**src/rtl/arc4_pkg.sv**
```systemverilog
// Shared types and constants for the ARC4 decryption pass sequencer.
package arc4_pkg;

    localparam int KEY_W_DEF = 24;
    localparam int S_ADDR_W  = 8;
    localparam int S_DATA_W  = 8;

    localparam logic [1:0] PH_IDLE = 2'd0;
    localparam logic [1:0] PH_INIT = 2'd1;
    localparam logic [1:0] PH_KSA  = 2'd2;
    localparam logic [1:0] PH_PRGA = 2'd3;

    typedef enum logic [2:0] {
        IDLE,
        INIT_REQ,
        INIT_RUN,
        KSA_REQ,
        KSA_RUN,
        PRGA_REQ,
        PRGA_RUN
    } arc4_seq_state_t;

    function automatic logic [1:0] phase_of(arc4_seq_state_t s);
        case (s)
            INIT_REQ, INIT_RUN: phase_of = PH_INIT;
            KSA_REQ, KSA_RUN:   phase_of = PH_KSA;
            PRGA_REQ, PRGA_RUN: phase_of = PH_PRGA;
            default:            phase_of = PH_IDLE;
        endcase
    endfunction

    function automatic logic in_run(arc4_seq_state_t s);
        in_run = (s == INIT_RUN) || (s == KSA_RUN) || (s == PRGA_RUN);
    endfunction

endpackage

```
**src/rtl/arc4_smux.sv**
```systemverilog
// S-memory port mux: grants the single S port to the requester of the
// current phase; idle drives an inert all-zero access.
module arc4_smux
    import arc4_pkg::*;
(
    input  logic [1:0]          phase,
    input  logic [S_ADDR_W-1:0] init_s_addr,
    input  logic [S_DATA_W-1:0] init_s_wrdata,
    input  logic                init_s_wren,
    input  logic [S_ADDR_W-1:0] ksa_s_addr,
    input  logic [S_DATA_W-1:0] ksa_s_wrdata,
    input  logic                ksa_s_wren,
    input  logic [S_ADDR_W-1:0] prga_s_addr,
    input  logic [S_DATA_W-1:0] prga_s_wrdata,
    input  logic                prga_s_wren,
    output logic [S_ADDR_W-1:0] s_addr,
    output logic [S_DATA_W-1:0] s_wrdata,
    output logic                s_wren
);

    always_comb begin
        s_addr   = '0;
        s_wrdata = '0;
        s_wren   = 1'b0;
        case (phase)
            PH_INIT: begin
                s_addr   = init_s_addr;
                s_wrdata = init_s_wrdata;
                s_wren   = init_s_wren;
            end
            PH_KSA: begin
                s_addr   = ksa_s_addr;
                s_wrdata = ksa_s_wrdata;
                s_wren   = ksa_s_wren;
            end
            PH_PRGA: begin
                s_addr   = prga_s_addr;
                s_wrdata = prga_s_wrdata;
                s_wren   = prga_s_wren;
            end
            default: ;
        endcase
    end

endmodule

```
**src/rtl/arc4_seq.sv**
```systemverilog
// ARC4 pass sequencer: runs init -> ksa -> prga and owns the S-port grant.
// Optional per-phase watchdog enabled by defining ARC4_SEQ_TIMEOUT_EN.
module arc4_seq
    import arc4_pkg::*;
#(
    parameter int KEY_W          = KEY_W_DEF,
    parameter int TIMEOUT_CYCLES = 4095
)
(
    input  logic                clk,
    input  logic                rst,
    input  logic                en,
    output logic                rdy,
    input  logic [KEY_W-1:0]    key,
    output logic [KEY_W-1:0]    key_o,
    output logic                init_en,
    output logic                ksa_en,
    output logic                prga_en,
    input  logic                init_rdy,
    input  logic                ksa_rdy,
    input  logic                prga_rdy,
    input  logic [S_ADDR_W-1:0] init_s_addr,
    input  logic [S_ADDR_W-1:0] ksa_s_addr,
    input  logic [S_ADDR_W-1:0] prga_s_addr,
    input  logic [S_DATA_W-1:0] init_s_wrdata,
    input  logic [S_DATA_W-1:0] ksa_s_wrdata,
    input  logic [S_DATA_W-1:0] prga_s_wrdata,
    input  logic                init_s_wren,
    input  logic                ksa_s_wren,
    input  logic                prga_s_wren,
    output logic [S_ADDR_W-1:0] s_addr,
    output logic [S_DATA_W-1:0] s_wrdata,
    output logic                s_wren,
    output logic [1:0]          phase,
    output logic                err
);

    if (TIMEOUT_CYCLES < 1) begin : g_bad_timeout
        $error("TIMEOUT_CYCLES must be at least 1");
    end

    arc4_seq_state_t  state_q, state_d;
    logic [KEY_W-1:0] key_q;
    logic             accept;

`ifdef ARC4_SEQ_TIMEOUT_EN
    localparam int WD_W = $clog2(TIMEOUT_CYCLES + 1);
    localparam logic [WD_W-1:0] WD_LAST = WD_W'(TIMEOUT_CYCLES - 1);
    logic [WD_W-1:0] wd_q;
    logic            err_q;
    logic            tmo;
`endif

    always_comb begin
        state_d = state_q;
        accept  = 1'b0;
        init_en = 1'b0;
        ksa_en  = 1'b0;
        prga_en = 1'b0;
        case (state_q)
            IDLE: if (en) begin
                accept  = 1'b1;
                state_d = INIT_REQ;
            end
            INIT_REQ: if (init_rdy) begin
                init_en = 1'b1;
                state_d = INIT_RUN;
            end
            INIT_RUN: if (init_rdy) state_d = KSA_REQ;
            KSA_REQ: if (ksa_rdy) begin
                ksa_en  = 1'b1;
                state_d = KSA_RUN;
            end
            KSA_RUN: if (ksa_rdy) state_d = PRGA_REQ;
            PRGA_REQ: if (prga_rdy) begin
                prga_en = 1'b1;
                state_d = PRGA_RUN;
            end
            PRGA_RUN: if (prga_rdy) state_d = IDLE;
            default: state_d = IDLE;
        endcase
`ifdef ARC4_SEQ_TIMEOUT_EN
        tmo = 1'b0;
        // a sub-block that finishes on the last allowed cycle still wins
        if (in_run(state_q) && state_d == state_q && wd_q == WD_LAST) begin
            tmo     = 1'b1;
            state_d = IDLE;
        end
`endif
    end

    always_ff @(posedge clk or posedge rst) begin
        if (rst) begin
            state_q <= IDLE;
            key_q   <= '0;
        end else begin
            state_q <= state_d;
            if (accept) key_q <= key;
        end
    end

`ifdef ARC4_SEQ_TIMEOUT_EN
    always_ff @(posedge clk or posedge rst) begin
        if (rst) begin
            wd_q  <= '0;
            err_q <= 1'b0;
        end else begin
            wd_q <= in_run(state_q) ? wd_q + 1'b1 : '0;
            if (accept)   err_q <= 1'b0;
            else if (tmo) err_q <= 1'b1;
        end
    end

    assign err = err_q;
`else
    assign err = 1'b0;
`endif

    assign rdy   = (state_q == IDLE);
    assign key_o = key_q;
    assign phase = phase_of(state_q);

    arc4_smux u_smux (
        .phase         (phase),
        .init_s_addr   (init_s_addr),
        .init_s_wrdata (init_s_wrdata),
        .init_s_wren   (init_s_wren),
        .ksa_s_addr    (ksa_s_addr),
        .ksa_s_wrdata  (ksa_s_wrdata),
        .ksa_s_wren    (ksa_s_wren),
        .prga_s_addr   (prga_s_addr),
        .prga_s_wrdata (prga_s_wrdata),
        .prga_s_wren   (prga_s_wren),
        .s_addr        (s_addr),
        .s_wrdata      (s_wrdata),
        .s_wren        (s_wren)
    );

endmodule

```
**config.mk**
```make
export PLATFORM = sky130hd
export DESIGN_NAME = arc4_seq
export DESIGN_NICKNAME = d
export VERILOG_FILES = /design/src/rtl/arc4_pkg.sv /design/src/rtl/arc4_smux.sv /design/src/rtl/arc4_seq.sv
export SDC_FILE = /design/constraint.sdc
export NUM_CORES = 1
export LEC_CHECK = 0
export BUFFER_PORTS_ARGS = -buffer_cell sky130_fd_sc_hd__buf_2
export CAP_MARGIN = 20
export CORE_MARGIN = 1
export CORE_UTILIZATION = 41
export CTS_CLUSTER_DIAMETER = 200
export CTS_CLUSTER_SIZE = 30
export DETAILED_ROUTE_END_ITERATION = 8
export HOLD_SLACK_MARGIN = 0.12
export PLACE_DENSITY = 0.88
export SYNTH_ARGS = -nofsm -noshare
export SYNTH_HDL_FRONTEND = slang
export SYNTH_SLANG_ARGS = --single-unit
export TNS_END_PERCENT = 50
```
**constraint.sdc**
```tcl
create_clock -name clk -period 3 [get_ports clk]
set_input_delay 0 -clock clk [delete_from_list [all_inputs] [get_ports clk]]
set_output_delay 0 -clock clk [all_outputs]
set_load 0.005 [all_outputs]
```
# == Word-level counts from Yosys, hierarchy flattened ==
# Index checks and enable logic that the tools add are counted.
# Widths: inputs -> output; s select.
# op_classes
n_reduce_logical,5
n_eq_ne,16
mux,20
# op_table
operator,count
$pmux 8 s3,2
$mux 3,7
$pmux 3 s7,1
$ne 2x2->1 const B,7
$eq 3x3->1 const B,3
$mux 1,8
$reduce_and 7->1,1
$eq 3x2->1 const B,2
$pmux 2 s3,1
$reduce_or 2->1,3
$eq 2x2->1 const B,2
$eq 3x1->1 const B,1
$logic_not 3->1,1
$pmux 1 s3,1
$eq 2x1->1 const B,1
# totals
ff_bits,27
output_inout_bits,48
word_cells,43
input_bits,81

# == Logic depth before layout (Yosys ltp) ==
# Gate-level depths: netlist of run 1.
# logic_depth
ltp_word,5
depth_mapped,6
depth_no_buf,3

# == Hierarchy ==
# From an unflattened synthesis of run 1, not the netlist that was laid out.
# unflattened
cells_unflattened,127
hier_area_um2,1650.3
# modules_own_cells
module,seq_area_each_um2,n_inst,area_per_inst_um2,cells_each
arc4_seq,675.6,1,1196.1,86
arc4_smux,0.0,1,454.2,41

# == Worst setup path after synthesis of run 1 ==
# No wires, ideal clock.
# synth_path
path_kind,reg2reg
start,register state_q[2]
end,register key_q[0] (netlist: key_o[0])
required_ps,2875
n_path_buf,3
t_arrival_ps,1393
period_less_slack_ps,1518
setup_slack_ps,1482
setup_ps,125
path_stages_with_launch,7
path_cell_list,dfrtp_1 -> buf_6 -> nor3_4 -> and2_1 -> buf_6 -> buf_6 -> mux2_2
# synth_between
elab_chain_len,2
# synth_lines
element,line_no,text
"start, declared",arc4_seq.sv:42,"arc4_seq_state_t state_q, state_d;"
"start signal, assigned",arc4_seq.sv:97,state_q <= state_d;
$logic_not 3->1,-,
net rdy,arc4_seq.sv:13,"output logic rdy,"
$mux 1,arc4_seq.sv:60,case (state_q)
"end signal, assigned",arc4_seq.sv:98,if (accept) key_q <= key;
"end, declared",arc4_seq.sv:43,logic [KEY_W-1:0] key_q;
# The timed path passes the listed nets, and every way through them passes these cells.
# A chain may end at the register's enable or synchronous reset.

# == Final worst setup path of run 1 ==
# layout_path
start,register state_q[2]
end,output s_wren
# layout_between
elab_chain_len,5
word_cells_on_any_way,14
classes_between,eq/ne (9); mux (2); reduce/logical (3)
# layout_lines
element,line_no,text
"$eq 3x3->1, or another cell as far along",arc4_pkg.sv:24,case (s)
$reduce_or 2->1,arc4_pkg.sv:24,
$pmux 2 s3 (*),arc4_pkg.sv:24,
$eq 2x2->1 / $eq 2x1->1 (equally long branches),arc4_smux.sv:25,case (phase)
$pmux 1 s3 (*),arc4_smux.sv:25,
"end, declared",arc4_seq.sv:33,"output logic s_wren,"
# Every way passes the cells marked *; elsewhere a longest branch is shown, timed or not.

==> reports/metrics.csv, run 1 <==
stage;metric;value;unit
cts;hold_buf cts;27;
cts;clk_lat worst skew;260;ps
route;Remaining DRCs;0;
timing;worst slew pin tran;717.7;ps
route;via count;1592;
cts;CTS tree;done;
timing;unrepaired setup endpoints after global routing;false;
route;post-route antenna net violation count;0;
cells_and_area;Finished Layout Cells;325;
cts;Sink Count;27;
global_routing;grt ovf;0;
synth;Post-synth top cells;dfrtp_1, mux2_2, mux2i_1, o2bb2ai_1;
cells_and_area;Antenna Cells;0;
route;TritonRoute pass-1 iters;4;
run;max_cap viols;0;
synth;Area contributors post-synth;dfrtp_1, mux2_2, mux2i_1, o2bb2ai_1, buf_6;
worst_hold_path;hold_sp;ksa_rdy;
power_and_ir_drop;Leak Pwr;1.262;nW
route;DR iter-0 viols;69;
timing;final worst path period share;0.7272;
route;Via density;4.898;
global_routing;GRT Total Usage;0.2288;
placement;hpwl dp;3.140;mm
synth;EDFF count, synth;0;
cells_and_area;final core utilization;0.7273;
cts;postcts setup bufs;0;
synth;flops & latches, synth;27;
critical_path;reg2reg path depth;5;
worst_hold_path;Hold Path Depth;4;
cells_and_area;Area growth syn-to-layout;63.11;%
timing;final hold vios;0;
outcome;status;finished clean;
synth;share of the synthesized area in the top cell type;0.4369;
cells_and_area;post-layout instance area;0.002522;mm2
power_and_ir_drop;Pwr per Cell Area;849.0;mW/mm2
critical_path;Critical Path Start Type;register;
timing;Slew HR;0.5216;
global_routing;first-pass GRT wire length;7.196;mm
timing;Setup WS post-layout;818.3;ps
worst_hold_path;hold-critical path endpoint;state_q[1];
cts;clk slew on worst S/H paths;90;ps
timing;setup TNS;0;ps
cts;Max clock buf depth;2;
synth;async set-or-reset flop fraction in the synthesized netlist;1.000;
cells_and_area;nets;361;
route;WL/cell;14.22;um
critical_path;CP Capture Type;output pin;
placement;GPL Wtd Cong;0.8069;
synth;Post-Syn Area per Cell;12.18;um2
die;Core ar.;0.003468;mm2
synth;cell taking the most area after synthesis;dfrtp_1;
die;Starting Density;0.4459;
synth;count leader, synth;dfrtp_1;
critical_path;CP Class;register to output pin;
cells_and_area;multi-input logic area;773.2;um2
cts;Resized cells post-CTS;0;
worst_hold_path;HP Class;primary input to register;
placement;DP Cell Count;293;
critical_path;worst-path fanout max;17;
timing;Final setup viols;0;
global_routing;initial antenna violation count;0;
die;full die area;0.004021;mm2
cts;Inserted Clock Buffers;3;
die;num rows;21;
synth;Post-Syn Area;0.001546;mm2
synth;Cell variety after synth;24;
cells_and_area;fillcell total;225;
cells_and_area;register area;675.6;um2
synth;top_reg_cell synth;dfrtp_1;
synth;sequential area share after synthesis;0.4369;
route;Routed Wire Length;4.622;mm
die;# IOs;129;
timing;post-layout min period;2182;ps
synth;Ys Warns;0;
placement;area post-placement;0.002180;mm2
cells_and_area;share of cells above drive strength 1;0.5735;
die;chip height;63.42;um
critical_path;Crit path required time;3000;ps
critical_path;WP data arrival;2180;ps
placement;I/O Buffers;127;
placement;Setup WS pre-CTS;1087;ps
global_routing;largest net degree at the start of global routing;28;
critical_path;Reg2Reg Setup Slack;1090;ps
synth;Net Count, Synth;208;
critical_path;RR Startpoint;state_q[2];
global_routing;vias in the first global route;1617;
die;Die X;63.42;um
critical_path;end of the worst register-to-register path;key_o[1];
timing;Setup Skew;6.686;ps
timing;Slew Viols, Final;0;
timing;fmax;0.4584;GHz
cts;root buf cell;clkbuf_8;
cts;H-tree levels;1;
synth;cell count after synthesis;127;
power_and_ir_drop;VDD IR max;0.5343;mV
-- where the power goes --
| group | internal, mW | leakage [nW] | switching, mW |
|---|---|---|---|
| logic | 0.687 | 0.919 | 0.550 |
| clock network | 0.0948 | 0.0228 | 0.106 |
| registers | 0.549 | 0.320 | 0.155 |
| total | 1.33 | 1.26 | 0.810 |
-- worst max path at each step --
stage	startpoint	endpoint	depth (start not counted)
after floorplan	state_q[2]	key_o[0]	6
after global placement	state_q[2]	key_o[5]	5
after detailed placement	state_q[2]	key_o[3]	5
after CTS	state_q[2]	s_wren	5
after global routing	state_q[2]	s_wrdata[7]	5
final	state_q[2]	s_wren	5
-- cell usage in the layout, fill, tap and decap left out, drive strengths merged --
cell type	count
nor3b	1
dlygate4sd3	27
mux2i	17
o2bb2ai	17
o21ai	3
clkbuf	4
nor2	2
xnor2	2
inv	2
mux2	25
and2	1
dfrtp	27
nor3	5
conb	1
buf	132
a211o	1
a21oi	2
o22ai	1
nand2	4
nor2b	1
nand2b	3
a21o	1
-- routing by layer --
metal | wire, um | track usage | part of all wire
met2 | 2337 | 0.4269 | 0.51
met3 | 455 | 0.06703 | 0.098
met5 | 0 | 0 | 0
met4 | 25 | 0.05114 | 0.0054
met1 | 1804 | 0.2512 | 0.39
-- final cells by class --
type                            instances  area share
Timing Repair Buffer                  159      0.3819
Multi-Input combinational cell         87      0.3065
Sequential cell                        27      0.2679
Tap cell                               46     0.02282
Clock buffer                            4     0.01786
Inverter                                2    0.002976
-- worst max-delay path, cell delays in order, from the launching register on --
cell       delay (ps)
dfrtp_1           610
buf_4             280
nand2b_1          130
o22ai_2           570
o2bb2ai_1         200
buf_2             140
-- per-stage QoR --
step / power [mW] / hold slack (ps)
after floorplan: 1.425 / 52.72
after global placement: 1.866 / 220.5
after detailed placement: 1.902 / 228.9
after CTS: 2.124 / 152.6
after global routing: 2.305 / 166.9
final: 2.142 / 149.4
-- flip-flops by register name (all words and copies together), names as in the netlist --
signal	flops
key_o	24
state_q	3
-- cells by family (layout without fill, tap and decap cells) --
| family | Yosys count | count (layout) | synth area share |
|---|---|---|---|
| buffers and inverters | 13 | 165 | 0.06310 |
| AOI/OAI and AO/OA | 25 | 25 | 0.1311 |
| other | 1 | 1 | 0.002425 |
| and+or+nand+nor | 17 | 17 | 0.06312 |
| muxes | 42 | 42 | 0.2921 |
| DFF | 27 | 27 | 0.4369 |
| xor gates and xnor gates | 2 | 2 | 0.01133 |
Power figures use the tool's default switching activity.
==> run 2, diff against run 1 <==
Settings changed: CORE_UTILIZATION 41 to 35, PLACE_DENSITY 0.88 to 0.8.
Clock period 3 ns to 1.8 ns, I/O delays scaled along.
==> reports/metrics.csv, run 2 (same netlist as run 1, synthesis figures left out) <==
stage;metric;value;unit
critical_path;CP Class;register to output pin;
route;DR iter-0 viols;63;
timing;unrepaired setup endpoints after global routing;false;
timing;Final setup viols;0;
timing;fmax;0.6025;GHz
critical_path;WP data arrival;1660;ps
cts;Inserted Clock Buffers;3;
outcome;status;finished clean;
placement;hpwl dp;3.174;mm
critical_path;Critical Path Start Type;register;
critical_path;reg2reg path depth;5;
cells_and_area;Area growth syn-to-layout;65.70;%
cts;CTS tree;done;
cts;root buf cell;clkbuf_8;
die;Core ar.;0.004115;mm2
route;TritonRoute pass-1 iters;4;
power_and_ir_drop;Leak Pwr;1.281;nW
route;Via density;4.733;
critical_path;Largest stage delay, worst path;400;ps
die;# IOs;129;
critical_path;Slowest cell on crit path;dfrtp_1;
die;chip height;68.47;um
global_routing;GRT Total Usage;0.1785;
cells_and_area;Antenna Cells;0;
global_routing;initial antenna violation count;0;
cells_and_area;final core utilization;0.6227;
power_and_ir_drop;VDD IR max;0.7784;mV
global_routing;vias in the first global route;1521;
cells_and_area;Largest register FFs;24;
critical_path;crit path cell chain;buf_4 > nand2_2 > o22ai_2 > buf_4 > o2bb2ai_1 > buf_2;
die;full die area;0.004688;mm2
critical_path;Critical Path Most Common Cell;buf_4;
run;max_cap viols;0;
cells_and_area;share of cells above drive strength 1;0.5901;
die;Starting Density;0.3758;
cells_and_area;most common cell after layout, fill and taps aside;buf_2;
timing;worst hold margin;145.6;ps
route;post-route antenna net violation count;0;
route;Routed Wire Length;4.461;mm
route;Remaining DRCs;0;
cts;Max clock buf depth;2;
timing;post-layout min period;1660;ps
timing;Slew Viols, Final;0;
timing;Setup Skew;6.089;ps
worst_hold_path;HP Class;primary input to register;
die;Die X;68.47;um
critical_path;worst-path fanout max;12;
critical_path;Crit path required time;1800;ps
timing;setup TNS;0;ps
route;via count;1576;
cts;Sink Count;27;
cts;clk_lat worst skew;260;ps
global_routing;grt ovf;0;
cells_and_area;nets;365;
cts;clk slew on worst S/H paths;90;ps
route;WL/cell;13.40;um
cells_and_area;most frequent cells in the layout;buf_2, dlygate4sd3_1, dfrtp_1, mux2_2;
die;num rows;23;
timing;final worst path period share;0.9221;
worst_hold_path;Hold Path Depth;3;
placement;GPL Wtd Cong;0.8365;
global_routing;largest net degree at the start of global routing;28;
critical_path;CP Capture Type;output pin;
power_and_ir_drop;Final Total Pwr;3.680;mW
global_routing;first-pass GRT wire length;6.299;mm
placement;I/O Buffers;127;
power_and_ir_drop;Pwr per Cell Area;1436;mW/mm2
timing;final hold vios;0;
cts;H-tree levels;1;
-- run 2: cell count changes in the layout (fill, tap and decap cells not counted) --
| cell | before | now |
|---|---|---|
| buf_12 | 0 | 1 |
| nand2_1 | 4 | 3 |
| buf_6 | 0 | 2 |
| clkbuf_1 | 1 | 0 |
| clkinv_2 | 0 | 1 |
| buf_16 | 1 | 0 |
| dfrtp_1 | 27 | 26 |
| nand2_2 | 0 | 1 |
| buf_4 | 4 | 6 |
| dfrtp_2 | 0 | 1 |
-- run 2: stage by stage --
stage,instances,instance area (um2),setup slack [ps]
finish,333,2562,140.1
global route,333,2562,12.89
CTS,331,2536,38.27
detailed placement,300,2220,276.2
global placement,300,2220,303.5
floorplan,127,1546,282.5
-- run 2: worst max-delay path, delay by kind of cell (launching register included) --
family / cells / cell delay [ps]
buf+inv: 3 / 530
compound gates: 2 / 350
flops: 1 / 400
simple gates: 1 / 110
-- run 2: layout make-up --
class / instances / area (um2)
sequential: 27 / 676.9
inverter: 2 / 7.507
timing repair buffer: 163 / 993.5
multi-input combinational: 87 / 775.7
clock inverter: 1 / 5.005
clock buffer: 3 / 41.29
tap: 50 / 62.56
fill: 326 / 1553
-- run 2: timing repair --
| action | in CTS | in global routing |
|---|---|---|
| setup endpoints to repair | 0 | 17 |
| endpoints found under the hold margin | 53 | 0 |
| hold buffers | 27 | 0 |
| gates resized for setup | 0 | 6 |
| setup buffers | 0 | 1 |
-- run 2: path summary, 6_finish.rpt --
| check | from | to | slack [ps] |
|---|---|---|---|
| setup reg to reg | state_q[2] | key_o[22] | 240 |
| max in group asynchronous | rst | state_q[1] | 1200 |
| setup / recovery | state_q[0] | s_wrdata[2] | 140 |
| hold / removal | ksa_rdy | state_q[0] | 150 |
| min in group asynchronous | rst | key_o[19] | 340 |
| hold reg to reg | key_o[2] | key_o[2] | 480 |
-- run 2: report_power, final --
group          internal (mW)  switching (mW)
registers              0.919           0.191
clock network          0.154           0.170
logic                   1.23            1.02
total                   2.30            1.38
-- run 2: routing by layer --
layer  routed length [um]  global-route usage
met3                  420             0.03167
met5                    0                   0
met1                 1681              0.1842
met2                 2360              0.3701
met4                    0             0.02344
